`config.mk`:
```
export PLATFORM = sky130hd
export DESIGN_NAME = branch_sequencer
export DESIGN_NICKNAME = d
export VERILOG_FILES = /design/src/rtl/branch_sequencer_pkg.sv /design/src/rtl/branch_sequencer_sat_counter.sv /design/src/rtl/branch_sequencer.sv
export SDC_FILE = /design/constraint.sdc
export NUM_CORES = 1
export LEC_CHECK = 0
export CAP_MARGIN = 40
export CORE_ASPECT_RATIO = 1.25
export CORE_MARGIN = 5
export CORE_UTILIZATION = 56
export CTS_CLUSTER_SIZE = 10
export DETAILED_ROUTE_END_ITERATION = 8
export PLACE_DENSITY = 0.95
export SYNTH_ARGS = -nofsm -noshare
export SYNTH_HDL_FRONTEND = slang
export SYNTH_HIERARCHICAL = 1
export SYNTH_SLANG_ARGS = --single-unit
export TNS_END_PERCENT = 100
```
`constraint.sdc`:
```
create_clock -name clk -period 5.8 [get_ports clk]
set_input_delay 1.16 -clock clk [delete_from_list [all_inputs] [get_ports clk]]
set_output_delay 1.16 -clock clk [all_outputs]
set_load 0.05 [all_outputs]
```
`src/rtl/branch_sequencer_pkg.sv`:
```
// Shared encodings for the front-end branch sequencer; the hazard unit and PC mux
// use the same PC_SEL_* codes.
package branch_sequencer_pkg;

  typedef enum logic [1:0] {
    IDLE    = 2'd0,
    RESOLVE = 2'd1,
    SLOT    = 2'd2
  } seq_state_t;

  typedef enum logic {
    KIND_COND = 1'b0,
    KIND_JREG = 1'b1
  } br_kind_t;

  localparam logic [1:0] PC_SEL_PC4 = 2'b00;
  localparam logic [1:0] PC_SEL_BR  = 2'b01;
  localparam logic [1:0] PC_SEL_JMP = 2'b10;
  localparam logic [1:0] PC_SEL_REG = 2'b11;

endpackage

```
`src/rtl/branch_sequencer_sat_counter.sv`:
```
// Saturating up-counter with synchronous clear; clear wins over increment.
module sat_counter #(
  parameter int W = 16
) (
  input  logic         clk,
  input  logic         rst,
  input  logic         inc,
  input  logic         clr,
  output logic [W-1:0] q
);

  always_ff @(posedge clk or posedge rst) begin
    if (rst)                  q <= '0;
    else if (clr)             q <= '0;
    else if (inc && q != '1)  q <= q + 1'b1;
  end

endmodule

```
`src/rtl/branch_sequencer.sv`:
```
// Front-end control sequencer: PC source, PC/IF-ID enables, delay slot, squash,
// branch statistics and sticky error flag.
module branch_sequencer
  import branch_sequencer_pkg::*;
#(
  parameter int CNT_W    = 16,
  parameter int WAIT_MAX = 4
) (
  input  logic             clk,
  input  logic             reset,
  input  logic             id_branch,
  input  logic             id_jump,
  input  logic             id_jreg,
  input  logic             hazard_stall,
  input  logic             cond_valid,
  input  logic             cond_taken,
  input  logic             stat_clr,
  output logic             pc_ld,
  output logic             if_id_ld,
  output logic [1:0]       pc_sel,
  output logic             squash,
  output logic             in_delay_slot,
  output logic [CNT_W-1:0] br_count,
  output logic [CNT_W-1:0] taken_count,
  output logic             err_sticky
);

  localparam logic [3:0] WAIT_LIM = 4'(WAIT_MAX);

  seq_state_t state, state_nxt;
  br_kind_t   kind, kind_nxt;
  logic [3:0] wait_cnt, wait_nxt;
  logic       br_inc, tk_inc, err_evt, cti;

  always_ff @(posedge clk or posedge reset) begin
    if (reset) begin
      state    <= IDLE;
      kind     <= KIND_COND;
      wait_cnt <= '0;
    end else begin
      state    <= state_nxt;
      kind     <= kind_nxt;
      wait_cnt <= wait_nxt;
    end
  end

  always_comb begin
    state_nxt     = state;
    kind_nxt      = kind;
    wait_nxt      = wait_cnt;
    pc_ld         = 1'b1;
    if_id_ld      = 1'b1;
    pc_sel        = PC_SEL_PC4;
    squash        = 1'b0;
    in_delay_slot = 1'b0;
    br_inc        = 1'b0;
    tk_inc        = 1'b0;
    err_evt       = 1'b0;
    cti           = id_branch | id_jump | id_jreg;

    unique case (state)
      IDLE: begin
        if (id_jump) begin
          pc_sel    = PC_SEL_JMP;
          state_nxt = SLOT;
        end else if (id_jreg || id_branch) begin
          // PC+4 here fetches the delay slot's successor (PC+8) speculatively
          kind_nxt  = id_jreg ? KIND_JREG : KIND_COND;
          wait_nxt  = '0;
          state_nxt = RESOLVE;
        end
      end
      RESOLVE: begin
        in_delay_slot = 1'b1;
        err_evt       = cti;
        if (cond_valid) begin
          state_nxt = IDLE;
          if (kind == KIND_JREG) begin
            pc_sel = PC_SEL_REG;
            squash = 1'b1;
          end else begin
            br_inc = 1'b1;
            if (cond_taken) begin
              pc_sel = PC_SEL_BR;
              squash = 1'b1;
              tk_inc = 1'b1;
            end
          end
        end else if (wait_cnt == WAIT_LIM) begin
          // condition never arrived: fall through as not taken
          err_evt   = 1'b1;
          br_inc    = (kind == KIND_COND);
          state_nxt = IDLE;
        end else begin
          pc_ld    = 1'b0;
          if_id_ld = 1'b0;
          wait_nxt = wait_cnt + 4'd1;
        end
      end
      SLOT: begin
        in_delay_slot = 1'b1;
        err_evt       = cti;
        state_nxt     = IDLE;
      end
      default: state_nxt = IDLE;
    endcase

    if (hazard_stall) begin
      state_nxt = state;
      kind_nxt  = kind;
      wait_nxt  = wait_cnt;
      pc_ld     = 1'b0;
      if_id_ld  = 1'b0;
      squash    = 1'b0;
      pc_sel    = PC_SEL_PC4;
      br_inc    = 1'b0;
      tk_inc    = 1'b0;
      err_evt   = 1'b0;
    end

    if (reset) begin
      pc_ld         = 1'b0;
      if_id_ld      = 1'b0;
      squash        = 1'b0;
      pc_sel        = PC_SEL_PC4;
      in_delay_slot = 1'b0;
    end
  end

  // an error event in the same cycle as stat_clr still leaves the flag set
  always_ff @(posedge clk or posedge reset) begin
    if (reset)         err_sticky <= 1'b0;
    else if (err_evt)  err_sticky <= 1'b1;
    else if (stat_clr) err_sticky <= 1'b0;
  end

  sat_counter #(.W(CNT_W)) u_br_cnt (
    .clk (clk), .rst (reset), .inc (br_inc), .clr (stat_clr), .q (br_count)
  );

  sat_counter #(.W(CNT_W)) u_tk_cnt (
    .clk (clk), .rst (reset), .inc (tk_inc), .clr (stat_clr), .q (taken_count)
  );

endmodule
```
==> results of run 1 <==
==> metal layers <==
layer  track usage  wire [um]  up-vias
met5             0          0        -
met3        0.0281        299       11
met4        0.0662         90        0
met1         0.248       2570     1175
met2         0.375       3100       81
li1              -          -     1155
==> metrics by stage <==
step | cells | power, W | setup slack, ns | utilization | cell area, um2
6_report | 380 | 0.000837 | 1.46 | 0.717 | 3170
5_1_grt | 380 | 0.000877 | 1.39 | 0.717 | 3170
4_1_cts | 380 | 0.000839 | 1.45 | 0.717 | 3170
3_5_place_dp | 372 | 0.000590 | 1.46 | 0.688 | 3050
3_3_place_gp | 372 | 0.000583 | 1.50 | 0.688 | 3050
2_1_floorplan | 276 | 0.000530 | 1.25 | - | 2560
==> path summary, 6_finish.rpt <==
| kind | from | end | slack [ns] | depth (start not counted) |
|---|---|---|---|---|
| max in group asynchronous | reset | u_tk_cnt/q[11] | 3.93 | 2 |
| setup / recovery | cond_valid | if_id_ld | 1.46 | 4 |
| min in group asynchronous | reset | kind | 1.34 | 2 |
| hold / removal | state[1] | state[1] | 0.53 | 1 |
| setup reg to reg | wait_cnt[1] | u_br_cnt/q[13] | 2.65 | 9 |
| hold reg to reg | state[1] | state[1] | 0.53 | 1 |
==> cells in the final DEF (no fill, tap or decap), drive strengths merged, types with 3 or more instances in the layout <==
cell type	n
clkdlybuf4s50	47
inv	18
dfrtp	40
nand4	11
or3	15
a31oi	3
o31ai	12
ha	7
nor4	9
nor2b	8
or4	16
buf	3
nand2	15
nor2	8
nor3	10
clkbuf	7
a21oi	25
o41ai	5
nand3	14
mux2	4
nand2b	6
o21ai	11
==> logic make-up after synthesis <==
| group | count (synthesis) |
|---|---|
| and+or+nand+nor | 120 |
| AOI/OAI and AO/OA | 73 |
| DFF | 40 |
| buffers and inverters | 30 |
| adders and majority gates | 7 |
| muxes | 6 |
==> critical path: stages <==
cell and delay [ns]:
clkdlybuf4s50_1 0.58, nor2b_1 0.12, a211oi_1 0.42, clkdlybuf4s50_1 0.89
==> registers in the layout, summed over array words and instances, names as in the netlist <==
name,cells
u_br_cnt/q,16
err_sticky,1
wait_cnt,4
u_tk_cnt/q,16
kind,1
state,2
==> cell type report <==
cell class	instances	area [um2]	area share
Tap cell	58	72.6	0.0229
Clock buffer	7	96.3	0.0304
Multi-Input combinational cell	206	1410	0.445
Inverter	18	67.6	0.0213
Clock inverter	1	30.0	0.00946
Sequential cell	40	1000	0.315
Timing Repair Buffer	50	493	0.155
==> where the power goes <==
part,leakage [nW],internal (W),switching (W)
Sequential,0.549,0.000304,0.0000275
Combinational,0.561,0.000106,0.000151
Clock,0.0645,0.000152,0.0000976
Total,1.18,0.000561,0.000276
==> out/results.txt, run 1 <==
status - complete, no violations
TritonCTS clock tree - built
ANT nets after route - 0
largest cells by area after synthesis - dfrtp_1, a21oi_1, o31ai_1
die height - 85.6 um
Seq cells post-synth - 40
final hold viol count - 0
post-synthesis compound-gate area fraction - 0.198
DP HPWL - 4.38 mm
WS Path Type - input port to primary output
final wirelength - 6.07 mm
Nets - 337
Num CTS Buffers - 5
area delta synth->final - 23.9%
P_leak - 1.18 nW
Inserted Diodes - 0
yosys warns - 6
Req. time, crit path - 4.64 ns
largest net degree at the start of global routing - 40
die area - 6030 um2
mux share of post-synthesis cell area - 0.0254
Initial Util - 0.578
clk buf depth - 2
Worst-Margin Slew - 0.748 ns
VDD IR max - 0.289 mV
via count - 2422
Root Driver - clkbuf_8
sequential element share of the synthesized area - 0.391
post-cts resize count - 0
Post-CTS Setup Bufs - 0
number of iterations in the first detailed-routing pass - 5
Netlist Area Pre-Place - 2560 um2
ys async rst share - 1.00
Cell Pwr Density - 264 nW/um2
CP Data Arrival Time - 3.18 ns
max_cap viols - 0
Syn Area/Cell - 9.28 um2
Simple-Gate Fraction of Synth Area - 0.294
Final Skew - 0.00574 ns
fin crit share - 0.748
Worst Path Max Fanout - 6
Post-synth EDFFs - 0
fillcell total - 325
Vias/cell - 6.37
chip width - 70.5 um
initial antenna violation count - 0
Yosys cell types - 52
Primary FF master, synth - dfrtp_1
headroom to the max-slew limit - 0.497
site row count - 27
Post-Syn Instances - 276
cell taking the most area after synthesis - dfrtp_1
Setup crit end kind - primary output
vias in the first global route - 2306
Clock transition at path regs - 0.07 ns
top-count cell post-synth - dfrtp_1
Final GP Congestion - 0.824
most common library cells after synthesis - dfrtp_1, a21oi_1, inv_1
PortBufs - 47
global-route wire length before repair - 10.3 mm
xor and xnor fraction of the mapped netlist area - 0
f_max - 0.231 GHz
CTS Hold Bufs - 0
startpoint types - input port
violation count after the first detailed-routing iteration - 253
Setup violations, final - 0
type of the worst min-delay path - flip-flop to flip-flop
H-tree lvl count - 2
main combinational cell family by area after synthesis - simple AND/OR/NAND/NOR gates
DR DRC count - 0
Worst Hold Slack - 0.531 ns
GRT overflow - 0
RSZ-0062 raised after global routing - no
crit path time final - 4.34 ns
Core ar. - 4430 um2
Ports - 48
Max Slew Vio Count - 0
ratio of cells with drive above 1 in the final layout - 0.0901
TNS Setup - 0 ns
Wirelength per Cell - 16.0 um
clock sinks - 40
Syn Nets - 292
fraction of the mapped netlist area in adder cells - 0.0342
worst-skew pair later-pin latency - 0.29 ns
Tot GR Track Use - 0.206
Synth top area share - 0.391
Note: power is estimated with default switching activity, not from simulation.
==> inputs of run 2 (changes only) <==
--- a/config.mk
+++ b/config.mk
@@ -8,10 +8,10 @@
 export CAP_MARGIN = 40
 export CORE_ASPECT_RATIO = 1.25
 export CORE_MARGIN = 5
-export CORE_UTILIZATION = 56
+export CORE_UTILIZATION = 47
 export CTS_CLUSTER_SIZE = 10
 export DETAILED_ROUTE_END_ITERATION = 8
-export PLACE_DENSITY = 0.95
+export PLACE_DENSITY = 0.86
 export SYNTH_ARGS = -nofsm -noshare
 export SYNTH_HDL_FRONTEND = slang
 export SYNTH_HIERARCHICAL = 1
==> constraint.sdc (replaced) <==
create_clock -name clk -period 3.5 [get_ports clk]
set_input_delay 0.7 -clock clk [delete_from_list [all_inputs] [get_ports clk]]
set_output_delay 0.7 -clock clk [all_outputs]
set_load 0.05 [all_outputs]
==> run 2 against run 1 <==
Effect of this change: worst hold slack gained 0.019 ns; first-iteration DRC count shrank 4.0%; wire length grew 4.8%; clock skew grew 0.0025 ns; highest routed layer unchanged; worst setup slack lost 1.1 ns; die area grew 17%; critical path depth is the same; non-clock buffer count grew 2; final cell count grew 2.1%; via count grew 0.87%; flip-flop and latch count is the same; utilization shrank 12 points.
==> out/results.txt, run 2 (synthesis results as in run 1) <==
Inserted Diodes - 0
Final GP Congestion - 0.907
startpoint types - input port
Core ar. - 5370 um2
Post-CTS Setup Bufs - 0
Nets - 339
headroom to the max-slew limit - 0.478
via count - 2443
total power - 0.00140 W
DP HPWL - 4.58 mm
Wirelength per Cell - 16.4 um
site row count - 30
chip width - 76.0 um
most common cell after layout, fill and taps aside - clkdlybuf4s50_1
Tot GR Track Use - 0.180
Setup violations, final - 0
f_max - 0.319 GHz
area delta synth->final - 24.7%
status - complete, no violations
PortBufs - 47
largest registers - u_br_cnt/q (16), u_tk_cnt/q (16), wait_cnt (4)
final hold viol count - 0
clock sinks - 40
die area - 7030 um2
GRT overflow - 0
crit path time final - 3.13 ns
ratio of cells with drive above 1 in the final layout - 0.111
DR DRC count - 0
final wirelength - 6.36 mm
worst-skew pair later-pin latency - 0.30 ns
vias in the first global route - 2322
Ports - 48
P_leak - 1.19 nW
Root Driver - clkbuf_8
Cell Pwr Density - 439 nW/um2
Clock transition at path regs - 0.07 ns
Num CTS Buffers - 5
Worst Path Max Fanout - 6
H-tree lvl count - 2
die height - 92.5 um
Final Skew - 0.00825 ns
Worst-Margin Slew - 0.776 ns
Vias/cell - 6.30
Setup crit end kind - primary output
fin crit share - 0.895
initial antenna violation count - 0
Initial Util - 0.477
post-cts resize count - 0
RSZ-0062 raised after global routing - no
violation count after the first detailed-routing iteration - 243
number of iterations in the first detailed-routing pass - 4
Max Slew Vio Count - 0
Req. time, crit path - 2.80 ns
type of the worst min-delay path - flip-flop to flip-flop
max_cap viols - 0
commonest cells after routing, fill and taps aside - clkdlybuf4s50_1, dfrtp_1, a21oi_1
TritonCTS clock tree - built
WS Path Type - input port to primary output
largest net degree at the start of global routing - 40
VDD IR max - 0.363 mV
CTS Hold Bufs - 0
global-route wire length before repair - 10.7 mm
ANT nets after route - 0
clk buf depth - 2
TNS Setup - 0 ns
CP Data Arrival Time - 2.43 ns
==> run 2: cell count changes in the layout (fill, tap and decap cells not counted), sizes merged <==
cell	before	now
buf	3	9
clkdlybuf4s50	47	43
==> run 2: routing by layer <==
layer  global-route usage  wire (um)
met5                    0          0
met1                0.214       2590
met3               0.0350        293
met2                0.313       3320
met4               0.0801        153
==> run 2: critical path, cell delays in order <==
cell and delay, ns:
clkdlybuf4s50_1 0.60, a32oi_1 0.14, nor3_1 0.15, clkdlybuf4s50_1 0.84
==> run 2: worst paths after layout <==
| check | start | endpoint | slack [ns] | cells after the start |
|---|---|---|---|---|
| min in group asynchronous | reset | wait_cnt[3] | 0.91 | 2 |
| worst max-delay path | cond_valid | pc_sel[1] | 0.37 | 4 |
| worst min-delay path | state[1] | state[1] | 0.55 | 1 |
| max in group asynchronous | reset | u_br_cnt/q[4] | 2.03 | 2 |
| worst min register to register | state[1] | state[1] | 0.55 | 1 |
| worst max register to register | wait_cnt[1] | u_br_cnt/q[13] | 0.52 | 8 |
==> run 2: report_power, final <==
part	leakage (nW)	switching [W]	internal (W)
sequential	0.549	0.0000486	0.000503
clock	0.0645	0.000169	0.000252
combinational	0.578	0.000254	0.000175
==> run 2: layout make-up <==
class	count	area (um2)
Tap cell	64	80.1
Multi-Input combinational cell	206	1420
Timing Repair Buffer	52	498
Clock buffer	7	96.3
Sequential cell	40	1000
Clock inverter	1	30.0
Inverter	18	67.6
Fill cell	466	2180
==> run 2: stage by stage <==
step | area, um2 | setup slack, ns | utilization | hold WS [ns] | instances
2_1_floorplan | 2570 | 0.257 | - | 0.491 | 276
3_3_place_gp | 3070 | 0.308 | 0.571 | 0.507 | 380
3_5_place_dp | 3070 | 0.182 | 0.571 | 0.537 | 380
4_1_cts | 3190 | 0.367 | 0.595 | 0.554 | 388
5_1_grt | 3190 | 0.277 | 0.595 | 0.574 | 388
6_report | 3190 | 0.369 | 0.595 | 0.550 | 388
==> inputs of run 3 (changes only) <==
--- a/config.mk
+++ b/config.mk
@@ -5,12 +5,13 @@
 export SDC_FILE = /design/constraint.sdc
 export NUM_CORES = 1
 export LEC_CHECK = 0
-export CAP_MARGIN = 40
+export CAP_MARGIN = 15
 export CORE_ASPECT_RATIO = 1.25
 export CORE_MARGIN = 5
 export CORE_UTILIZATION = 47
 export CTS_CLUSTER_SIZE = 10
 export DETAILED_ROUTE_END_ITERATION = 8
+export MAX_ROUTING_LAYER = met4
 export PLACE_DENSITY = 0.86
 export SYNTH_ARGS = -nofsm -noshare
 export SYNTH_HDL_FRONTEND = slang
==> run 3 against run 2 <==
Effect of this change: via count decreased by 0.61%; worst setup slack lost 0.0021 ns; flip-flop and latch count unchanged; clock power about the same; non-clock buffer count did not move.
==> out/results.txt, run 3 (synthesis results as in run 1) <==
initial antenna violation count - 0
type of the worst min-delay path - flip-flop to flip-flop
Wirelength per Cell - 16.5 um
final wirelength - 6.39 mm
Setup crit start - cond_valid
post-cts resize count - 0
violation count after the first detailed-routing iteration - 245
crit-path most repeated cell - clkdlybuf4s50_1
number of iterations in the first detailed-routing pass - 5
fin crit share - 0.895
Clock transition at path regs - 0.08 ns
final hold viol count - 0
TritonCTS clock tree - built
hold path depth - 1
f_max - 0.319 GHz
DP HPWL - 4.58 mm
final design utilization - 0.595
Reg2Reg Setup Slack - 0.54 ns
Num CTS Buffers - 5
fillcell total - 466
clk buf depth - 2
H-tree lvl count - 2
Worst path slowest cell - clkdlybuf4s50_1
area delta synth->final - 24.7%
Cell Pwr Density - 439 nW/um2
Root Driver - clkbuf_8
worst flop-to-flop path startpoint - state[1]
largest net degree at the start of global routing - 40
Core ar. - 5370 um2
DR DRC count - 0
slowest cell delay on critical path - 0.84 ns
headroom to the max-slew limit - 0.477
CTS Hold Bufs - 0
VDD IR max - 0.362 mV
most common cell after layout, fill and taps aside - clkdlybuf4s50_1
global-route wire length before repair - 10.8 mm
P_leak - 1.19 nW
chip width - 76.0 um
die area - 7030 um2
max_cap viols - 0
Ports - 48
die height - 92.5 um
via count - 2428
Inserted Diodes - 0
Worst Path Max Fanout - 6
ANT nets after route - 0
site row count - 30
startpoint types - input port
Vias/cell - 6.26
Setup crit end kind - primary output
clock sinks - 40
Initial Util - 0.477
Final GP Congestion - 0.923
worst-skew pair later-pin latency - 0.30 ns
ratio of cells with drive above 1 in the final layout - 0.111
R2R cell count - 8
Worst R2R End - u_tk_cnt/q[13]
Worst Min Path Start - state[1]
Req. time, crit path - 2.80 ns
Setup violations, final - 0
crit path time final - 3.13 ns
Cell Chain, Critical Path - clkdlybuf4s50_1 > a32oi_1 > nor3_1 > clkdlybuf4s50_1
commonest cells after routing, fill and taps aside - clkdlybuf4s50_1, dfrtp_1, a21oi_1
TNS Setup - 0 ns
Final Skew - 0.00813 ns
status - complete, no violations
Nets - 339
Hold Path End - state[1]
GRT overflow - 0
Post-CTS Setup Bufs - 0
Worst-Margin Slew - 0.777 ns
vias in the first global route - 2313
WS Path Type - input port to primary output
CP Data Arrival Time - 2.43 ns
RSZ-0062 raised after global routing - no
largest registers - u_br_cnt/q (16), u_tk_cnt/q (16), wait_cnt (4)
PortBufs - 47
Tot GR Track Use - 0.186
Max Slew Vio Count - 0
run 3: how the worst max path moves through the flow:
stage                     slack, ns              to  depth (start not counted)
after floorplan                0.26           pc_ld                          3
final                          0.37       pc_sel[1]                          4
after CTS                      0.37       pc_sel[1]                          4
after detailed placement       0.18  u_tk_cnt/q[13]                          7
after global routing           0.28       pc_sel[1]                          4
after global placement         0.31  u_tk_cnt/q[13]                          7
run 3: area by class of cell:
cell class / instances / area (um2) / share of cell area
Multi-Input combinational cell: 206 / 1420 / 0.445
Sequential cell: 40 / 1000 / 0.314
Timing Repair Buffer: 52 / 498 / 0.156
Clock buffer: 7 / 96.3 / 0.0302
Tap cell: 64 / 80.1 / 0.0251
Inverter: 18 / 67.6 / 0.0212
Clock inverter: 1 / 30.0 / 0.00941
run 3: per-layer routing:
metal / vias to the layer above / GRT usage / part of all wire
met1: 1168 / 0.218 / 0.42
met3: 19 / 0.0331 / 0.044
met2: 73 / 0.313 / 0.51
met4: 0 / 0.0801 / 0.026
li1: 1168 / - / -
met5: - / - / 0
run 3: critical path, delay by kind of cell:
| family | cells | cell delay (ns) |
|---|---|---|
| buffers and inverters | 2 | 1.44 |
| AO/OA/AOI/OAI | 1 | 0.14 |
| AND/OR/NAND/NOR | 1 | 0.15 |
run 3: per-stage QoR:
stage	setup WS [ns]	hold slack (ns)	area [um2]	std cells	total power, W
2_1_floorplan	0.257	0.491	2570	276	0.000879
3_3_place_gp	0.308	0.507	3070	380	0.000973
3_5_place_dp	0.182	0.537	3070	380	0.000988
4_1_cts	0.367	0.554	3190	388	0.00141
5_1_grt	0.277	0.574	3190	388	0.00148
6_report	0.367	0.550	3190	388	0.00140
run 3: power breakdown:
part	internal [W]	switching, W	leakage [nW]
Combinational	0.000175	0.000253	0.578
Sequential	0.000503	0.0000485	0.549
Clock	0.000252	0.000169	0.0645
Total	0.000930	0.000470	1.19
